==> config.mk <==
export PLATFORM = sky130hd
export DESIGN_NAME = wave_capture
export DESIGN_NICKNAME = d
export VERILOG_FILES = /design/src/rtl/wave_capture.sv
export SDC_FILE = /design/constraint.sdc
export NUM_CORES = 1
export LEC_CHECK = 0
export CAP_MARGIN = 20
export CORE_UTILIZATION = 35
export CTS_CLUSTER_SIZE = 30
export DETAILED_ROUTE_END_ITERATION = 8
export PLACE_DENSITY = 0.58
export SETUP_SLACK_MARGIN = 0.05
export SLEW_MARGIN = 20
export SYNTH_ARGS = -nofsm -noshare
export SYNTH_HDL_FRONTEND = slang
export SYNTH_SLANG_ARGS = --single-unit
==> constraint.sdc <==
create_clock -name I_wave_clk -period 5.8 [get_ports I_wave_clk]
set_clock_uncertainty 0.15 [all_clocks]
set_input_delay 0.87 -clock I_wave_clk [delete_from_list [all_inputs] [get_ports I_wave_clk]]
set_output_delay 0.87 -clock I_wave_clk [all_outputs]
set_load 0.05 [all_outputs]
==> src/rtl/wave_capture.sv <==
// Acquisition-side writer: decimates the ADC stream, finds the trigger crossing and
// writes one DEPTH-sample burst per trigger into the wave buffer.
//
// state      | meaning
// -----------+-----------------------------------------------------------
// ST_ARMED   | waiting for a level crossing (or the auto-trigger timeout)
// ST_CAPTURE | writing kept samples, indices 1..DEPTH-1
// ST_HOLDOFF | dead time between bursts in continuous mode
// ST_DONE    | single-shot burst finished, waiting for I_arm
module wave_capture #(
    parameter int DEPTH        = 750,
    parameter int AUTO_TIMEOUT = 4096,
    parameter int HOLDOFF      = 1024
) (
    input  logic       I_wave_clk,
    input  logic       I_wave_rstn,
    input  logic [7:0] I_adc_data,
    input  logic       I_adc_valid,
    input  logic [7:0] I_decim,
    input  logic [7:0] I_trig_level,
    input  logic       trigger_edge,
    input  logic       single_flag,
    input  logic       I_auto_en,
    input  logic       I_arm,
    output logic [7:0] O_wave_data,
    output logic       O_wave_data_de,
    output logic       O_frame_start,
    output logic       O_auto_flag,
    output logic       O_done
);

    localparam int TW = $clog2(AUTO_TIMEOUT);
    localparam int HW = $clog2(HOLDOFF);

    typedef enum logic [1:0] {ST_ARMED, ST_CAPTURE, ST_HOLDOFF, ST_DONE} state_t;

    state_t          state_q, state_d;
    logic [7:0]      dec_cnt_q, dec_cnt_d;
    logic [7:0]      decim_q, decim_d;
    logic [7:0]      prev_q, prev_d;
    logic            prev_valid_q, prev_valid_d;
    logic [TW-1:0]   timeout_cnt_q, timeout_cnt_d;
    logic [HW-1:0]   hold_cnt_q, hold_cnt_d;
    logic [9:0]      wr_cnt_q, wr_cnt_d;
    logic [7:0]      data_q, data_d;
    logic            de_q, de_d;
    logic            frame_q, frame_d;
    logic            auto_q, auto_d;

    logic            s_keep;
    logic [7:0]      period;
    logic            rise_hit, fall_hit, trig_hit, timeout_hit;

    // The decimation ratio is sampled on each kept sample so a new I_decim
    // only changes the period from the next wrap onwards.
    assign s_keep      = I_adc_valid && (dec_cnt_q == 8'd0);
    assign period      = (dec_cnt_q == 8'd0) ? I_decim : decim_q;
    assign rise_hit    = (prev_q < I_trig_level) && (I_adc_data >= I_trig_level);
    assign fall_hit    = (prev_q > I_trig_level) && (I_adc_data <= I_trig_level);
    assign trig_hit    = prev_valid_q && (trigger_edge ? fall_hit : rise_hit);
    assign timeout_hit = I_auto_en && (timeout_cnt_q == TW'(AUTO_TIMEOUT - 1));

    always_comb begin
        state_d       = state_q;
        dec_cnt_d     = dec_cnt_q;
        decim_d       = decim_q;
        prev_d        = prev_q;
        prev_valid_d  = prev_valid_q;
        timeout_cnt_d = timeout_cnt_q;
        hold_cnt_d    = hold_cnt_q;
        wr_cnt_d      = wr_cnt_q;
        data_d        = data_q;
        de_d          = 1'b0;
        frame_d       = 1'b0;
        auto_d        = auto_q;

        if (I_adc_valid) begin
            if (dec_cnt_q == 8'd0) begin
                decim_d = I_decim;
            end
            dec_cnt_d = (dec_cnt_q == period) ? 8'd0 : dec_cnt_q + 8'd1;
        end

        if (!I_auto_en) begin
            timeout_cnt_d = '0;
        end

        case (state_q)
            ST_ARMED: begin
                if (s_keep) begin
                    if (trig_hit || timeout_hit) begin
                        data_d   = I_adc_data;
                        de_d     = 1'b1;
                        frame_d  = 1'b1;
                        auto_d   = timeout_hit && !trig_hit;
                        wr_cnt_d = 10'd1;
                        state_d  = ST_CAPTURE;
                    end else begin
                        prev_d       = I_adc_data;
                        prev_valid_d = 1'b1;
                        if (I_auto_en) begin
                            timeout_cnt_d = timeout_cnt_q + TW'(1);
                        end
                    end
                end
            end
            ST_CAPTURE: begin
                if (s_keep) begin
                    data_d = I_adc_data;
                    de_d   = 1'b1;
                    if (wr_cnt_q == 10'(DEPTH - 1)) begin
                        wr_cnt_d = 10'd0;
                        state_d  = single_flag ? ST_DONE : ST_HOLDOFF;
                    end else begin
                        wr_cnt_d = wr_cnt_q + 10'd1;
                    end
                end
            end
            ST_HOLDOFF: begin
                if (hold_cnt_q == HW'(HOLDOFF - 1)) begin
                    hold_cnt_d = '0;
                    if (single_flag) begin
                        state_d = ST_DONE;
                    end else begin
                        state_d       = ST_ARMED;
                        prev_valid_d  = 1'b0;
                        timeout_cnt_d = '0;
                    end
                end else begin
                    hold_cnt_d = hold_cnt_q + HW'(1);
                end
            end
            ST_DONE: begin
                if (I_arm) begin
                    state_d       = ST_ARMED;
                    prev_valid_d  = 1'b0;
                    timeout_cnt_d = '0;
                end
            end
            default: state_d = ST_ARMED;
        endcase
    end

    always_ff @(posedge I_wave_clk or negedge I_wave_rstn) begin
        if (!I_wave_rstn) begin
            state_q       <= ST_ARMED;
            dec_cnt_q     <= 8'd0;
            decim_q       <= 8'd0;
            prev_q        <= 8'd0;
            prev_valid_q  <= 1'b0;
            timeout_cnt_q <= '0;
            hold_cnt_q    <= '0;
            wr_cnt_q      <= 10'd0;
            data_q        <= 8'd0;
            de_q          <= 1'b0;
            frame_q       <= 1'b0;
            auto_q        <= 1'b0;
        end else begin
            state_q       <= state_d;
            dec_cnt_q     <= dec_cnt_d;
            decim_q       <= decim_d;
            prev_q        <= prev_d;
            prev_valid_q  <= prev_valid_d;
            timeout_cnt_q <= timeout_cnt_d;
            hold_cnt_q    <= hold_cnt_d;
            wr_cnt_q      <= wr_cnt_d;
            data_q        <= data_d;
            de_q          <= de_d;
            frame_q       <= frame_d;
            auto_q        <= auto_d;
        end
    end

    assign O_wave_data    = data_q;
    assign O_wave_data_de = de_q;
    assign O_frame_start  = frame_q;
    assign O_auto_flag    = auto_q;
    assign O_done         = (state_q == ST_DONE);

endmodule
==> results.json <==
{
  "areaGrowthSynthToFinish_pct": 20.5,
  "drv_cap": 0,
  "min_path_type": "reg2reg",
  "period_share_pct": 71.7,
  "vdd_drop_max_uv": 162,
  "num_antenna_cells": 0,
  "p_per_area_nw_per_um2": 251,
  "worstPathRequired_ps": 5870,
  "hold_viol_final": 0,
  "pin_count": 43,
  "drc_errors": 1,
  "crit_arrival_ps": 4230,
  "critical_path.max_stage_delay_ps": 700,
  "first_pass_iters": 7,
  "synth-seq-area-share_pct": 41.4,
  "synthArstFlopShare_pct": 100,
  "grt_usage_pct": 16.6,
  "nets": 537,
  "setup_viol": 0,
  "cts_hold_buf": 0,
  "gp_congestion": 0.768,
  "antenna_found_initial": 0,
  "start_util_pct": 36.5,
  "netlist.area_leader.share_pct": 41.4,
  "period_minus_slack_ps": 4160,
  "slowest_stage": "a2111oi_0",
  "synth_most_common_cell": "dfrtp_1",
  "routed_wl_mm": 9.55,
  "cts_root_buf": "clkbuf_16",
  "wl_per_cell_um": 15.1,
  "drive_above_1_share_pct": 11.7,
  "h-tree-depth": 3,
  "vias": 3443,
  "tightest_slew_ps": 1090,
  "grt_pass1_wl_mm": 16.5,
  "dpl.hpwl_mm": 6.80,
  "path_class": "in2reg",
  "dieWidth_um": 112,
  "core_area_um2": 11600,
  "reg2reg_from": "dec_cnt_q[4]$_DFFE_PN0P_",
  "tns_ps": 0,
  "synth_top_cell_by_area": "dfrtp_1",
  "failed_checks": "DRC",
  "ys_top_cells_by_count": "dfrtp_1 (70), nand2_1 (39), nand3_1 (32)",
  "synth_area_um2": 4230,
  "post_synth_num_cell_types": 61,
  "dieArea_um2": 12500,
  "end_kind": "flop",
  "grt-ovfl-total": 0,
  "leakagePower_nw": 2.31,
  "netlist_instances": 443,
  "final_antenna_net_count": 0,
  "rsz0062_at_grt": "no",
  "startpoint": "I_trig_level[1]",
  "crit_chain": "clkdlybuf4s50_1 > inv_1 > ha_1 > nor2b_1 > o211ai_1 > a31o_2 > a2111oi_0 > a32o_1 > o21ai_1 > inv_1 > mux2_1",
  "relSlewSlack_pct": 27.3,
  "setup_slack_ps": 1640,
  "port_buffers": 42,
  "cts.clk_slew.worst_paths_ps": 60,
  "ys_warn_count": 0,
  "grt_pass1_vias": 3360,
  "synthFlopType": "dfrtp_1",
  "die_h_um": 112,
  "ctsResizeCount": 0,
  "clock.fmax_ghz": 0.241,
  "cts_sinks": 70,
  "crit_fanout": 11,
  "clkLatencyLatePin_ps": 340,
  "drt_iter0_markers": 188,
  "final.fill_count": 1114,
  "syn_nets": 496,
  "start_kind": "input pin",
  "cts_tree": "built",
  "rows": 39,
  "grt_max_degree": 71,
  "synth_edf_count": 0,
  "yosys-top-cells-area": "dfrtp_1 (41%), ha_1 (6.5%), mux2_2 (5.9%), nand3_1 (3.8%), nand2_1 (3.5%)",
  "run_status": "finished with violations",
  "slew_viol_final": 0,
  "dp_worst_setup_slack_ps": 1250,
  "synth_seq_cells": 70,
  "vias_per_cell": 5.45,
  "avgSynthCellArea_um2": 9.56,
  "cts_setup_buffers": 0,
  "ctsLongestPathBuffers": 2,
  "min_from": "hold_cnt_q[4]$_DFFE_PN0P_",
  "path_common_cell": "inv_1",
  "numCtsBuffers": 9
}
-- registers in the layout, summed over array words and instances (netlist names), 2 cells and up --
| name | cells |
|---|---|
| prev_q | 8 |
| dec_cnt_q | 8 |
| decim_q | 8 |
| wr_cnt_q | 10 |
| timeout_cnt_q | 12 |
| hold_cnt_q | 10 |
| state_q | 2 |
| O_wave_data | 8 |
-- cell families (layout without fill, tap and decap cells) --
group | count (synthesis) | count (layout) | synth area share, %
AND/OR/NAND/NOR | 181 | 181 | 22.5
AO/OA/AOI/OAI | 91 | 91 | 16.3
flip-flops | 70 | 70 | 41.4
buffers and inverters | 41 | 87 | 3.93
multiplexers | 29 | 29 | 7.54
adder cells (fa/ha/maj) | 22 | 22 | 6.50
XOR/XNOR | 9 | 9 | 1.86
-- area by class of cell --
class	instances	area (µm²)	share of cell area (%)
multi-input cells	332	2320	45.4
flip-flops and latches	70	1750	34.3
repair buffers	44	430	8.43
clock buffers	11	243	4.76
well taps	143	179	3.51
inverters	27	101	1.99
clock inverters	5	82.6	1.62
-- metal layers --
| layer | share of wire [%] | track usage (%) | vias to the layer above | wire length (µm) |
|---|---|---|---|---|
| met3 | 3.8 | 4.74 | 12 | 361 |
| li1 | - | - | 1725 | - |
| met1 | 47 | 21.5 | 1642 | 4520 |
| met2 | 47 | 26.8 | 64 | 4530 |
| met5 | 0 | 0 | - | 0 |
| met4 | 1.4 | 5.24 | 0 | 134 |
-- path summary, 6_finish.rpt --
path / end / cells after the start / slack (ps)
max: wr_cnt_q[0]$_DFFE_PN0P_ / 11 / 1640
min: hold_cnt_q[4]$_DFFE_PN0P_ / 1 / 330
max reg2reg: timeout_cnt_q[11]$_DFF_PN0_ / 6 / 1960
min reg2reg: hold_cnt_q[4]$_DFFE_PN0P_ / 1 / 330
max in group asynchronous: decim_q[4]$_DFFE_PN0P_ / 2 / 4330
min in group asynchronous: decim_q[1]$_DFFE_PN0P_ / 2 / 590
-- placed cells by master (no fill, tap or decap), drive strengths merged, types with 5 or more instances in the layout --
master         count
or2                6
nand3             32
o211ai             5
inv               27
nand2b             5
nor2              31
clkbuf            11
nor3              16
mux2i              6
nor2b             11
nand4             11
ha                22
nand2             39
clkdlybuf4s50     41
nor4               6
o21ai             11
mux2              23
a22o               5
o311ai             7
and3               9
a21oi             18
xnor2              6
dfrtp             70
-- metrics by stage --
| stage | util (%) | area, µm² | hold slack [ps] | power, mW | std cells |
|---|---|---|---|---|---|
| floorplan | - | 4230 | 296 | 0.638 | 443 |
| global placement | 41.1 | 4780 | 314 | 0.689 | 616 |
| detailed placement | 41.1 | 4780 | 326 | 0.691 | 616 |
| CTS | 43.9 | 5100 | 337 | 1.30 | 632 |
| global route | 43.9 | 5100 | 357 | 1.35 | 632 |
| finish | 43.9 | 5100 | 327 | 1.28 | 632 |
-- critical path, delay by kind of cell --
kind,cells,cell delay (ps)
buf+inv,3,730
fa+ha+maj,1,280
simple gates,1,120
mux,1,330
compound gates,5,1890
-- power by group --
group | total (mW) | switching (mW) | internal (mW)
clock | 0.599 | 0.210 | 0.389
sequential | 0.540 | 0.0336 | 0.506
combinational | 0.144 | 0.0786 | 0.0658
total | 1.28 | 0.322 | 0.960
(Power assumes the default switching activity.)
